`src/rtl/key_conditioner_if.sv`:
```
// rtl/key_conditioner_if.sv - raw key inputs and conditioned key/boost outputs
interface key_conditioner_if #(
    parameter int NUM_KEYS = 4,
    parameter int BOOST_W  = 6
);
    logic [NUM_KEYS-1:0] KEY;
    logic [NUM_KEYS-1:0] key_level;
    logic [NUM_KEYS-1:0] key_press;
    logic [NUM_KEYS-1:0] key_release;
    logic [BOOST_W-1:0]  boost;
    logic                boost_tick;

    modport master (
        input  KEY,
        output key_level,
        output key_press,
        output key_release,
        output boost,
        output boost_tick
    );

    modport slave (
        output KEY,
        input  key_level,
        input  key_press,
        input  key_release,
        input  boost,
        input  boost_tick
    );
endinterface

```
`src/rtl/key_conditioner.sv`:
```
// rtl/key_conditioner.sv - push-button synchroniser, debouncer and paddle boost ramp
module key_conditioner #(
    parameter int NUM_KEYS        = 4,
    parameter int DEBOUNCE_CYCLES = 500000,
    parameter int BOOST_PERIOD    = 8388608,
    parameter int BOOST_MAX       = 63,
    parameter int BOOST_W         = 6
) (
    input logic               CLOCK_50,
    input logic               RESET_N,
    key_conditioner_if.master keys
);
    localparam int CNT_W = $clog2(DEBOUNCE_CYCLES) + 1;
    localparam int PRE_W = (BOOST_PERIOD > 1) ? $clog2(BOOST_PERIOD) : 1;
    localparam int HOLD_HI = (NUM_KEYS > 1) ? 1 : 0;

    localparam logic [CNT_W-1:0]   CNT_TERM  = CNT_W'(DEBOUNCE_CYCLES - 1);
    localparam logic [CNT_W-1:0]   CNT_ONE   = CNT_W'(1);
    localparam logic [PRE_W-1:0]   PRE_LAST  = PRE_W'(BOOST_PERIOD - 1);
    localparam logic [PRE_W-1:0]   PRE_ONE   = PRE_W'(1);
    localparam logic [BOOST_W-1:0] BOOST_TOP = BOOST_W'(BOOST_MAX);
    localparam logic [BOOST_W-1:0] BOOST_MIN = BOOST_W'(1);

    typedef enum logic [1:0] {
        ST_UP     = 2'd0,
        ST_CHK_DN = 2'd1,
        ST_DOWN   = 2'd2,
        ST_CHK_UP = 2'd3
    } key_state_t;

    logic [NUM_KEYS-1:0] sync_a;
    logic [NUM_KEYS-1:0] sync_b;
    logic [NUM_KEYS-1:0] s;
    logic [NUM_KEYS-1:0] level;
    logic [NUM_KEYS-1:0] press;
    logic [NUM_KEYS-1:0] rel;

    logic [PRE_W-1:0]   presc;
    logic               tick;
    logic               hold;
    logic [BOOST_W-1:0] boost;

    // Flops hold the raw active-low level, so reset value 1 means "released".
    always_ff @(posedge CLOCK_50 or negedge RESET_N) begin
        if (!RESET_N) begin
            sync_a <= '1;
            sync_b <= '1;
        end else begin
            sync_a <= keys.KEY;
            sync_b <= sync_a;
        end
    end

    assign s = ~sync_b;

    for (genvar i = 0; i < NUM_KEYS; i++) begin : g_key
        key_state_t       state;
        key_state_t       state_nxt;
        logic [CNT_W-1:0] cnt;
        logic [CNT_W-1:0] cnt_nxt;
        logic [CNT_W-1:0] cnt_inc;
        logic             lvl;
        logic             press_nxt;
        logic             rel_nxt;
        logic             press_q;
        logic             rel_q;

        assign cnt_inc = cnt + CNT_ONE;

        always_ff @(posedge CLOCK_50 or negedge RESET_N) begin
            if (!RESET_N) begin
                state   <= ST_UP;
                cnt     <= '0;
                press_q <= 1'b0;
                rel_q   <= 1'b0;
            end else begin
                state   <= state_nxt;
                cnt     <= cnt_nxt;
                press_q <= press_nxt;
                rel_q   <= rel_nxt;
            end
        end

        // The sample that leaves UP/DOWN is the first of the stable run, so the
        // run is complete when the incremented count reaches the terminal value.
        always_comb begin
            state_nxt = state;
            cnt_nxt   = cnt;
            case (state)
                ST_UP: begin
                    if (s[i]) begin
                        state_nxt = ST_CHK_DN;
                        cnt_nxt   = '0;
                    end
                end
                ST_CHK_DN: begin
                    if (!s[i]) begin
                        state_nxt = ST_UP;
                    end else if (cnt_inc >= CNT_TERM) begin
                        state_nxt = ST_DOWN;
                        cnt_nxt   = CNT_TERM;
                    end else begin
                        cnt_nxt = cnt_inc;
                    end
                end
                ST_DOWN: begin
                    if (!s[i]) begin
                        state_nxt = ST_CHK_UP;
                        cnt_nxt   = '0;
                    end
                end
                ST_CHK_UP: begin
                    if (s[i]) begin
                        state_nxt = ST_DOWN;
                    end else if (cnt_inc >= CNT_TERM) begin
                        state_nxt = ST_UP;
                        cnt_nxt   = CNT_TERM;
                    end else begin
                        cnt_nxt = cnt_inc;
                    end
                end
                default: begin
                    state_nxt = ST_UP;
                    cnt_nxt   = '0;
                end
            endcase
        end

        always_comb begin
            lvl       = (state == ST_DOWN) || (state == ST_CHK_UP);
            press_nxt = (state == ST_CHK_DN) && (state_nxt == ST_DOWN);
            rel_nxt   = (state == ST_CHK_UP) && (state_nxt == ST_UP);
        end

        assign level[i] = lvl;
        assign press[i] = press_q;
        assign rel[i]   = rel_q;
    end

    always_ff @(posedge CLOCK_50 or negedge RESET_N) begin
        if (!RESET_N) begin
            presc <= '0;
        end else if (presc == PRE_LAST) begin
            presc <= '0;
        end else begin
            presc <= presc + PRE_ONE;
        end
    end

    assign tick = (presc == PRE_LAST);

    // Registered key levels gate the ramp, so a press accepted on a tick edge
    // does not bump boost until the next tick.
    assign hold = |level[HOLD_HI:0];

    always_ff @(posedge CLOCK_50 or negedge RESET_N) begin
        if (!RESET_N) begin
            boost <= BOOST_MIN;
        end else if (!hold) begin
            boost <= BOOST_MIN;
        end else if (tick && (boost < BOOST_TOP)) begin
            boost <= boost + BOOST_MIN;
        end
    end

    assign keys.key_level   = level;
    assign keys.key_press   = press;
    assign keys.key_release = rel;
    assign keys.boost       = boost;
    assign keys.boost_tick  = tick;
endmodule

```
`src/flat_wrapper.sv`:
```
// flat-port wrapper written by rule: the top's interface ports become plain ports
module key_conditioner_flat 
#(
    parameter int NUM_KEYS        = 4,
    parameter int DEBOUNCE_CYCLES = 500000,
    parameter int BOOST_PERIOD    = 8388608,
    parameter int BOOST_MAX       = 63,
    parameter int BOOST_W         = 6
)
  (CLOCK_50, RESET_N, keys_KEY, keys_key_level, keys_key_press, keys_key_release, keys_boost, keys_boost_tick);
  key_conditioner_if #(.NUM_KEYS(NUM_KEYS), .BOOST_W(BOOST_W)) keys_i ();
  input logic CLOCK_50;
  input logic RESET_N;
  input wire logic [$bits(keys_i.KEY)-1:0] keys_KEY;
  output wire logic [$bits(keys_i.key_level)-1:0] keys_key_level;
  output wire logic [$bits(keys_i.key_press)-1:0] keys_key_press;
  output wire logic [$bits(keys_i.key_release)-1:0] keys_key_release;
  output wire logic [$bits(keys_i.boost)-1:0] keys_boost;
  output wire logic [$bits(keys_i.boost_tick)-1:0] keys_boost_tick;
  assign keys_i.KEY = keys_KEY;
  assign keys_key_level = keys_i.key_level;
  assign keys_key_press = keys_i.key_press;
  assign keys_key_release = keys_i.key_release;
  assign keys_boost = keys_i.boost;
  assign keys_boost_tick = keys_i.boost_tick;
  key_conditioner #(.NUM_KEYS(NUM_KEYS), .DEBOUNCE_CYCLES(DEBOUNCE_CYCLES), .BOOST_PERIOD(BOOST_PERIOD), .BOOST_MAX(BOOST_MAX), .BOOST_W(BOOST_W)) u_core (.CLOCK_50(CLOCK_50), .RESET_N(RESET_N), .keys(keys_i));
endmodule
```
`config.mk`:
```
export PLATFORM = sky130hd
export DESIGN_NAME = key_conditioner_flat
export DESIGN_NICKNAME = d
export VERILOG_FILES = /design/src/rtl/key_conditioner_if.sv /design/src/rtl/key_conditioner.sv /design/src/flat_wrapper.sv
export SDC_FILE = /design/constraint.sdc
export NUM_CORES = 1
export LEC_CHECK = 0
export ABC_AREA = 1
export BUFFER_PORTS_ARGS = -buffer_cell sky130_fd_sc_hd__buf_4
export CAP_MARGIN = 20
export CORE_MARGIN = 4
export CORE_UTILIZATION = 40
export CTS_BUF_LIST = sky130_fd_sc_hd__clkbuf_8 sky130_fd_sc_hd__clkbuf_16
export CTS_CLUSTER_DIAMETER = 80
export DETAILED_ROUTE_END_ITERATION = 7
export GPL_ROUTABILITY_DRIVEN = 0
export GPL_TIMING_DRIVEN = 0
export PLACE_DENSITY_LB_ADDON = 0.08
export SYNTH_ARGS = -nofsm -noshare
export SYNTH_HDL_FRONTEND = slang
export SYNTH_SLANG_ARGS = --single-unit
```
`constraint.sdc`:
```
create_clock -name CLOCK_50 -period 1.95 [get_ports CLOCK_50]
set_clock_uncertainty 0.15 [all_clocks]
set_input_delay 0.0975 -clock CLOCK_50 [delete_from_list [all_inputs] [get_ports CLOCK_50]]
set_output_delay 0.0975 -clock CLOCK_50 [all_outputs]
set_load 0.02 [all_outputs]
```
[After elaboration in Yosys (flattened, before gate mapping)]
Index checks and enable logic that the tools add are counted.
Storage, ports and cells
  bits of input ports: 6
  output and inout bits: 19
  bits in registers: 133
Operators by class
  add/sub/neg operators: 6
  muxes and demuxes: 55
  $lt $le $gt $ge: 5
  equal/unequal tests: 34
  reductions and logical operators: 26
  bitwise logic cells: 1
Operators with widths (number)
  $mux 20: 20
  $pmux 20 s4: 4
  $add 20x1->20 const B: 4
  $ge 20x19->1 const B: 4
  $mux 2: 24
  $pmux 2 s4: 4
  $eq 2x2->1 const B: 12
  $add 23x1->23 const B: 1
  $eq 23x23->1 const B: 1
  $mux 23: 1
  $ne 2x2->1 const B: 9
  $logic_not 2->1: 8
  $ne 2x1->1 const B: 8
  $reduce_and 4->1: 4
  $mux 6: 2
  $logic_and 1x1->1: 9
  $eq 2x1->1 const B: 4
  $add 6x1->6 const B: 1
  $lt 6x6->1 const B: 1
  $logic_or 1x1->1: 4
  $not 4->4: 1
  $reduce_or 2->1: 1

[Longest topological paths before layout]
Gate-level depths: netlist of run 1.
  depth after elaboration: 7
  gate-level depth with buffers: 17
  mapped depth without buffers: 17

[Worst setup path after synthesis of run 1]
OpenSTA, ideal clock, no wires.
  path kind: register to register
  from: reg u_core.g_key[2].cnt[0]
  to: reg u_core.g_key[2].cnt[15]
  cell stages (with the launch flop): 13
  library setup time: 120 ps
  setup slack: -172 ps
  buffers on the path: 1
  clock period less this slack: 2122 ps
  required time: 1680 ps
  arrival time: 1852 ps
  cell sequence: dfrtp_1 > ha_1 > nand2_4 > nor2_4 > nand3_1 > xor2_1 > nand2_1 > nand2_2 > a21oi_4 > nand2_4 > buf_6 > o21ai_1 > nand2_1
On the way
  cells in the longest elaborated chain, start to end: 5
  elaborated cells on any way between the ends: 6
  those cells by class: add/sub: 1; order compare: 1; mux: 4
RTL lines
  start: declaration: RTL line key_conditioner.sv:59  | logic [CNT_W-1:0] cnt;
  start signal: assignment: RTL line key_conditioner.sv:78  | cnt <= cnt_nxt;
  $add 20x1->20 (*): RTL line key_conditioner.sv:68  | assign cnt_inc = cnt + CNT_ONE;
  $ge 20x19->1: RTL line key_conditioner.sv:99, key_conditioner.sv:115
  $mux 20 (*): RTL line key_conditioner.sv:99, key_conditioner.sv:115
  $mux 20, on equally long branches: RTL line key_conditioner.sv:113, key_conditioner.sv:97
  $pmux 20 s4 (*): RTL line key_conditioner.sv:89  | case (state)
Every way passes the cells marked *; elsewhere a longest branch is shown, timed or not. The select of a mux whose other input is x is not followed.
A chain may end at the register's enable or synchronous reset.

[Final worst setup path of run 1]
  from: reg u_core.g_key[3].cnt[1]
  to: reg u_core.g_key[3].cnt[8]
On the way
  cells in the longest elaborated chain, start to end: 5
  elaborated cells on any way between the ends: 6
  those cells by class: add/sub: 1; order compare: 1; mux: 4
RTL lines (RTL line)
  start: declaration: key_conditioner.sv:59
  start signal: assignment: key_conditioner.sv:78
  $add 20x1->20 (*): key_conditioner.sv:68
  $ge 20x19->1: key_conditioner.sv:99, key_conditioner.sv:115
  $mux 20 (*): key_conditioner.sv:99, key_conditioner.sv:115
  $mux 20, on equally long branches: key_conditioner.sv:113, key_conditioner.sv:97
  $pmux 20 s4 (*): key_conditioner.sv:89
Marks and branches as above.

==> results of run 1 <==
## final cells by class
class | count | area share
Multi-Input combinational cell | 844 | 0.453
Clock inverter | 13 | 0.0151
Sequential cell | 133 | 0.282
Timing Repair Buffer | 167 | 0.128
Inverter | 115 | 0.0370
Buffer | 29 | 0.0187
Clock buffer | 19 | 0.0381
Tap cell | 265 | 0.0279
## path summary, 6_finish.rpt
check                      slack [ns]                    from                       end
hold / removal                   0.11                 RESET_N  u_core.g_key[3].state[1]
max in group asynchronous        0.71                 RESET_N          u_core.sync_b[1]
setup / recovery                -0.36  u_core.g_key[3].cnt[1]    u_core.g_key[3].cnt[8]
hold reg to reg                  0.21        u_core.sync_a[2]          u_core.sync_b[2]
min in group CLOCK_50            0.18             keys_KEY[1]          u_core.sync_a[1]
setup reg to reg                -0.36  u_core.g_key[3].cnt[1]    u_core.g_key[3].cnt[8]
## repair_timing
action,CTS,global route
setup endpoints to repair,110,115
gates cloned,3,2
endpoints found under the hold margin,70,0
gates resized for setup,176,225
hold buffers,5,0
buffers inserted,89,53
pin swaps,49,115
## cells in the mapped netlist (2+ instances only)
cell type / instances / area (µm²)
a21oi_1: 9 / 45.0
and2_1: 3 / 18.8
buf_4: 14 / 105
buf_6: 3 / 33.8
clkbuf_1: 10 / 37.5
clkbuf_2: 2 / 10.0
clkinv_1: 2 / 7.51
dfrtp_1: 124 / 3100
dfstp_2: 9 / 236
ha_1: 10 / 125
inv_1: 112 / 420
nand2_1: 404 / 1520
nand2_2: 12 / 75.1
nand2_4: 2 / 22.5
nand3_1: 71 / 355
nand3_2: 6 / 60.1
nand3b_1: 3 / 22.5
nand4_1: 13 / 81.3
nor2_1: 130 / 488
nor2_2: 20 / 125
nor2_4: 6 / 67.6
nor3_1: 9 / 45.0
nor4_1: 2 / 12.5
o21ai_0: 45 / 225
o21ai_1: 24 / 120
o21bai_1: 5 / 37.5
o22ai_1: 15 / 93.8
or2_2: 3 / 18.8
xnor2_1: 15 / 131
xor2_1: 28 / 245
## layer usage
metal  vias to the layer above  wire length (µm)  GRT usage
li1                       3897                 -          -
met5                         -                 0          0
met4                         0               263     0.0467
met2                       137             11500      0.330
met1                      3720             10200      0.259
met3                        26               681     0.0321
## sequential cells by signal, indices dropped and copies added, names as in the netlist
| name | cells |
|---|---|
| u_core.g_key.cnt | 80 |
| u_core.g_key.state | 8 |
| u_core.g_key.rel_q | 4 |
| u_core.presc | 23 |
| u_core.keys.boost | 6 |
| u_core.sync_a | 4 |
| u_core.g_key.press_q | 4 |
| u_core.sync_b | 4 |
## power by group through the flow
stage               Combinational [mW]  Clock (mW)  Sequential [mW]
floorplan                        0.145           0             2.90
global placement                 0.257           0             2.92
detailed placement               0.267           0             2.92
CTS                              0.370        3.54             2.87
global route                     0.490        3.68             2.89
finish                           0.439        3.46             2.88
## per-stage QoR
| stage | instances | setup slack [ns] | TNS [ns] | power (mW) | hold slack, ns |
|---|---|---|---|---|---|
| after CTS | 1540 | -0.339 | -25.30 | 6.78 | 0.133 |
| after global routing | 1585 | -0.503 | -43.75 | 7.05 | 0.170 |
| after global placement | 1411 | -0.491 | -32.24 | 3.17 | 0.0566 |
| final | 1585 | -0.359 | -28.17 | 6.79 | 0.112 |
| after detailed placement | 1412 | -0.502 | -32.25 | 3.18 | 0.0165 |
| after floorplan | 1122 | -0.127 | -3.00 | 3.05 | -0.348 |
## cells by family after synthesis
kind of cell             synth area share
AO/OA/AOI/OAI                      0.0716
XOR/XNOR                           0.0470
adder cells (fa/ha/maj)            0.0156
buffers and inverters              0.0778
flip-flops                          0.417
AND/OR/NAND/NOR                     0.371
## cell usage in the layout (no fill, tap or decap), types with 6 or more instances in the layout
master	n
dfrtp_2	17
nand2_8	6
nor2_2	35
o21ai_1	10
dfstp_2	9
a21oi_2	6
xnor2_1	12
nor2_4	41
inv_1	102
nand4_1	13
xor2_1	22
nand3_2	23
nand2_2	42
nand3_1	37
o21ai_2	55
inv_2	9
nand3_4	18
nand2_1	357
dfrtp_1	107
buf_6	35
o22ai_2	11
nand2_4	13
nor2_1	80
clkbuf_1	6
clkbuf_16	19
buf_4	131
==> impl_metrics.toml, run 1 <==
[run_status]
status = "complete, but fails checks"
violations = "setup timing"

[layout]
area_growth_syn_to_layout_pct = 48.6
utilization = 0.607
final_nets = 1323
multi_input_area_um2 = 5390
drive_gt1_frac = 0.405
finish.instance_area_um2 = 11900
diodes = 0
nFillCells = 1698
final-seq-area_um2 = 3360

[setup_path]
startpoint_type = "flop"
path_cells = "buf_6 -> nand2_4 -> nor2_4 -> nand2_4 -> buf_4 -> xor2_1 -> nand3_1 -> nand2_1 -> nand2_1 -> nand3b_4 -> nand2_8 -> buf_8 -> o21ai_2 -> nand2_1"
cp_data_required_time_ns = 2.11
path_depth = 14
end_kind = "flop"
cp_num_buf_inv = 3
cpMostUsedCell = "nand2_1"
crit_fanout = 5
path_delay_family = "simple AND/OR/NAND/NOR gates"
critPathArrivalTime_ns = 2.47
critPathKind = "reg2reg"
slowest_delay_ns = 0.41
worst_path_max_delay_cell = "dfrtp_1"
rr_worst_depth = 14

[sta]
period_share = 1.18
max_freq_ghz = 0.433
drv_slew = 0
final_hold_viol_count = 0
timing.slew.headroom = 0.566
setup_ws_ns = -0.359
rsz0062_at_grt = "true"
worstMarginPinSlew_ns = 0.651
setup_viol_count_final = 109
finalCriticalPeriod_ns = 2.31

[clock_network]
cts_buffer_depth = 2
cts_buffers = 17
insertion_delay_ns = 0.42
cts_root_buf = "clkbuf_16"
clkSinkCount = 133
cts.htree.levels = 4
cts.clk_slew.worst_paths_ns = 0.06
cts_tree = "yes"

[floorplanning]
core_area_um2 = 19600
die_x_um = 149
io_pins = 25
die_h_um = 149
initial_core_util = 0.409
dieArea_um2 = 22300
core.rowCount = 51

[drt]
vias_per_cell = 4.91
dr.pass1.iters = 6
drc = 0
drtIter0Drc = 422
num_vias = 7780
routed_wl_mm = 22.6
routedWlPerCell_um = 14.3
antenna_left = 0

[power_and_ir_drop]
powerDensity_nw_per_um2 = 570
seqPwrFrac = 0.425
p_switching_mw = 1.59
leakage_nw = 5.44
intPower_mw = 5.19
switching_share = 0.235
pwr-share-comb = 0.065
clockPowerShare = 0.510
vdd_drop_max_v = 0.000652

[synthesis]
yosys_warnings = 0
ys_seq_area_frac = 0.417
synthArstFlopShare = 1.00
yosys_register_bits = 133
synthCells = 1122
syn_nets = 1138
synth.distinct_cells = 41
syn_area_per_cell_um2 = 7.14
synth_area_um2 = 8010
ys.flop_type = "dfrtp_1"
synth-edff-count = 0

[placed_design]
io_buffers = 24
dp_hpwl_mm = 13.3
postPlaceCellArea_um2 = 8650

[global_route]
antenna_found_initial = 0
grt-ovfl-total = 0
grt_usage = 0.194
grt_max_degree = 68
grt_pass1_wl_mm = 35.1
grt_pass1_vias = 7299

[flow_run]
cap_violations = 0

[hold_path]
hp-class = "in2async"
(Power assumes the default switching activity.)
==> run 2: changes to the inputs <==
SETUP_SLACK_MARGIN = 0.2   (was default)
==> impl_metrics.toml, run 2 (synthesis results as in run 1) <==
[drt]
drc = 0
routed_wl_mm = 21.6
drtIter0Drc = 325
num_vias = 7600
dr.pass1.iters = 5
vias_per_cell = 4.87
routedWlPerCell_um = 13.8
antenna_left = 0

[layout]
utilization = 0.597
multi_input_area_um2 = 5390
final_nets = 1297
largest_register_ffs = 80
area_growth_syn_to_layout_pct = 46.1
drive_gt1_frac = 0.408
most-common-layout-cells = "nand2_1 (335), dfrtp_1 (104), inv_1 (101), buf_4 (99), nor2_1 (77)"
diodes = 0
final-seq-area_um2 = 3360
final_common_cell = "nand2_1"
top_register = "u_core.g_key.cnt"
top_regs = "u_core.g_key.cnt: 80 flops, u_core.presc: 23 flops, u_core.g_key.state: 8 flops"
nFillCells = 1749

[floorplanning]
core.rowCount = 51
die_x_um = 149
io_pins = 25
die_h_um = 149
core_area_um2 = 19600
dieArea_um2 = 22300
initial_core_util = 0.409

[clock_network]
cts_buffers = 17
insertion_delay_ns = 0.43
clkSinkCount = 133
cts_buffer_depth = 2
cts_root_buf = "clkbuf_16"
cts.clk_slew.worst_paths_ns = 0.07
cts.htree.levels = 4
cts_tree = "yes"

[sta]
final_hold_viol_count = 0
max_freq_ghz = 0.437
timing.slew.headroom = 0.603
setup_ws_ns = -0.340
period_share = 1.17
finalCriticalPeriod_ns = 2.29
setup_viol_count_final = 108
rsz0062_at_grt = "true"
drv_slew = 0
worstMarginPinSlew_ns = 0.596

[setup_path]
cp_num_buf_inv = 2
crit_fanout = 7
critPathArrivalTime_ns = 2.46
path_cells = "ha_4 -> nand2_4 -> nor2_4 -> inv_2 -> nor2_4 -> nand2_1 -> nand2_1 -> nand2_2 -> nand2_2 -> nor2_4 -> a21boi_4 -> nand2_8 -> clkbuf_16 -> o21ai_2 -> nand2_1"
startpoint_type = "flop"
end_kind = "flop"
worst_path_max_delay_cell = "dfrtp_2"
cp_data_required_time_ns = 2.12
critPathKind = "reg2reg"
slowest_delay_ns = 0.42
path_delay_family = "simple AND/OR/NAND/NOR gates"

[hold_path]
hp-class = "in2async"

[power_and_ir_drop]
leakage_nw = 5.28
vdd_drop_max_v = 0.000542
powerDensity_nw_per_um2 = 564
finalPower_mw = 6.59

[global_route]
grt_usage = 0.187
antenna_found_initial = 0
grt_pass1_wl_mm = 34.3
grt-ovfl-total = 0
grt_max_degree = 75
grt_pass1_vias = 7201

[run_status]
status = "complete, but fails checks"
violations = "setup timing"

[flow_run]
cap_violations = 0

[placed_design]
dp_hpwl_mm = 12.9
io_buffers = 24
==> run 2: what timing repair did <==
item / in CTS / in global routing
pin swaps: 62 / 111
resized for setup: 156 / 241
hold buffers: 5 / 0
cloned: 2 / 1
setup buffers: 64 / 43
endpoints found under the hold margin: 63 / 0
setup endpoints to repair: 114 / 117
==> run 2: layout make-up <==
cell class	count	share of cell area
tap	265	0.0283
clock inverter	14	0.0140
clock buffer	18	0.0375
sequential	133	0.288
timing repair buffer	140	0.115
multi-input combinational	844	0.461
buffer	30	0.0194
inverter	115	0.0379
==> run 2: through the flow <==
step           cell area (µm²)  instances  TNS, ns  worst slack [ns]  hold WS [ns]
5_1_grt                  11700       1559   -41.71            -0.467         0.113
3_5_place_dp              8680       1412   -31.95            -0.511       -0.0295
3_3_place_gp              8650       1411   -30.87            -0.492        0.0560
2_1_floorplan             8140       1122    -3.34            -0.127        -0.348
6_report                 11700       1559   -26.62            -0.340        0.0651
4_1_cts                  10500       1515   -23.42            -0.295        0.0872
==> run 2: per-layer routing <==
metal | vias up | global-route usage | share of wire
li1 | 3845 | - | -
met1 | 3670 | 0.261 | 0.46
met2 | 68 | 0.301 | 0.50
met3 | 17 | 0.0379 | 0.020
met4 | 0 | 0.0485 | 0.011
met5 | - | 0 | 0
==> run 2: report_power, final <==
| part | switching (mW) | leakage, nW | internal, mW |
|---|---|---|---|
| Clock | 1.26 | 0.290 | 2.03 |
| Combinational | 0.253 | 3.22 | 0.171 |
| Sequential | 0.0629 | 1.76 | 2.81 |
==> run 2: path summary, 6_finish.rpt <==
path	start	end	slack, ns	cells after the start
max reg2reg	u_core.g_key[0].cnt[0]	u_core.g_key[0].cnt[17]	-0.34	15
min in group CLOCK_50	keys_KEY[1]	u_core.sync_a[1]	0.17	2
max in group asynchronous	RESET_N	u_core.sync_b[3]	0.80	3
min	RESET_N	u_core.g_key[2].cnt[14]	0.07	2
min reg2reg	u_core.sync_a[1]	u_core.sync_b[1]	0.21	0
max	u_core.g_key[0].cnt[0]	u_core.g_key[0].cnt[17]	-0.34	15
==> run 2: worst register-to-register path, stage by stage, from the launching register on <==
cell and delay [ns]:
dfrtp_2 0.42, ha_4 0.17, nand2_4 0.07, nor2_4 0.19, inv_2 0.07, nor2_4 0.10
nand2_1 0.06, nand2_1 0.07, nand2_2 0.07, nand2_2 0.09, nor2_4 0.06, a21boi_4 0.24
nand2_8 0.12, clkbuf_16 0.18, o21ai_2 0.10, nand2_1 0.06
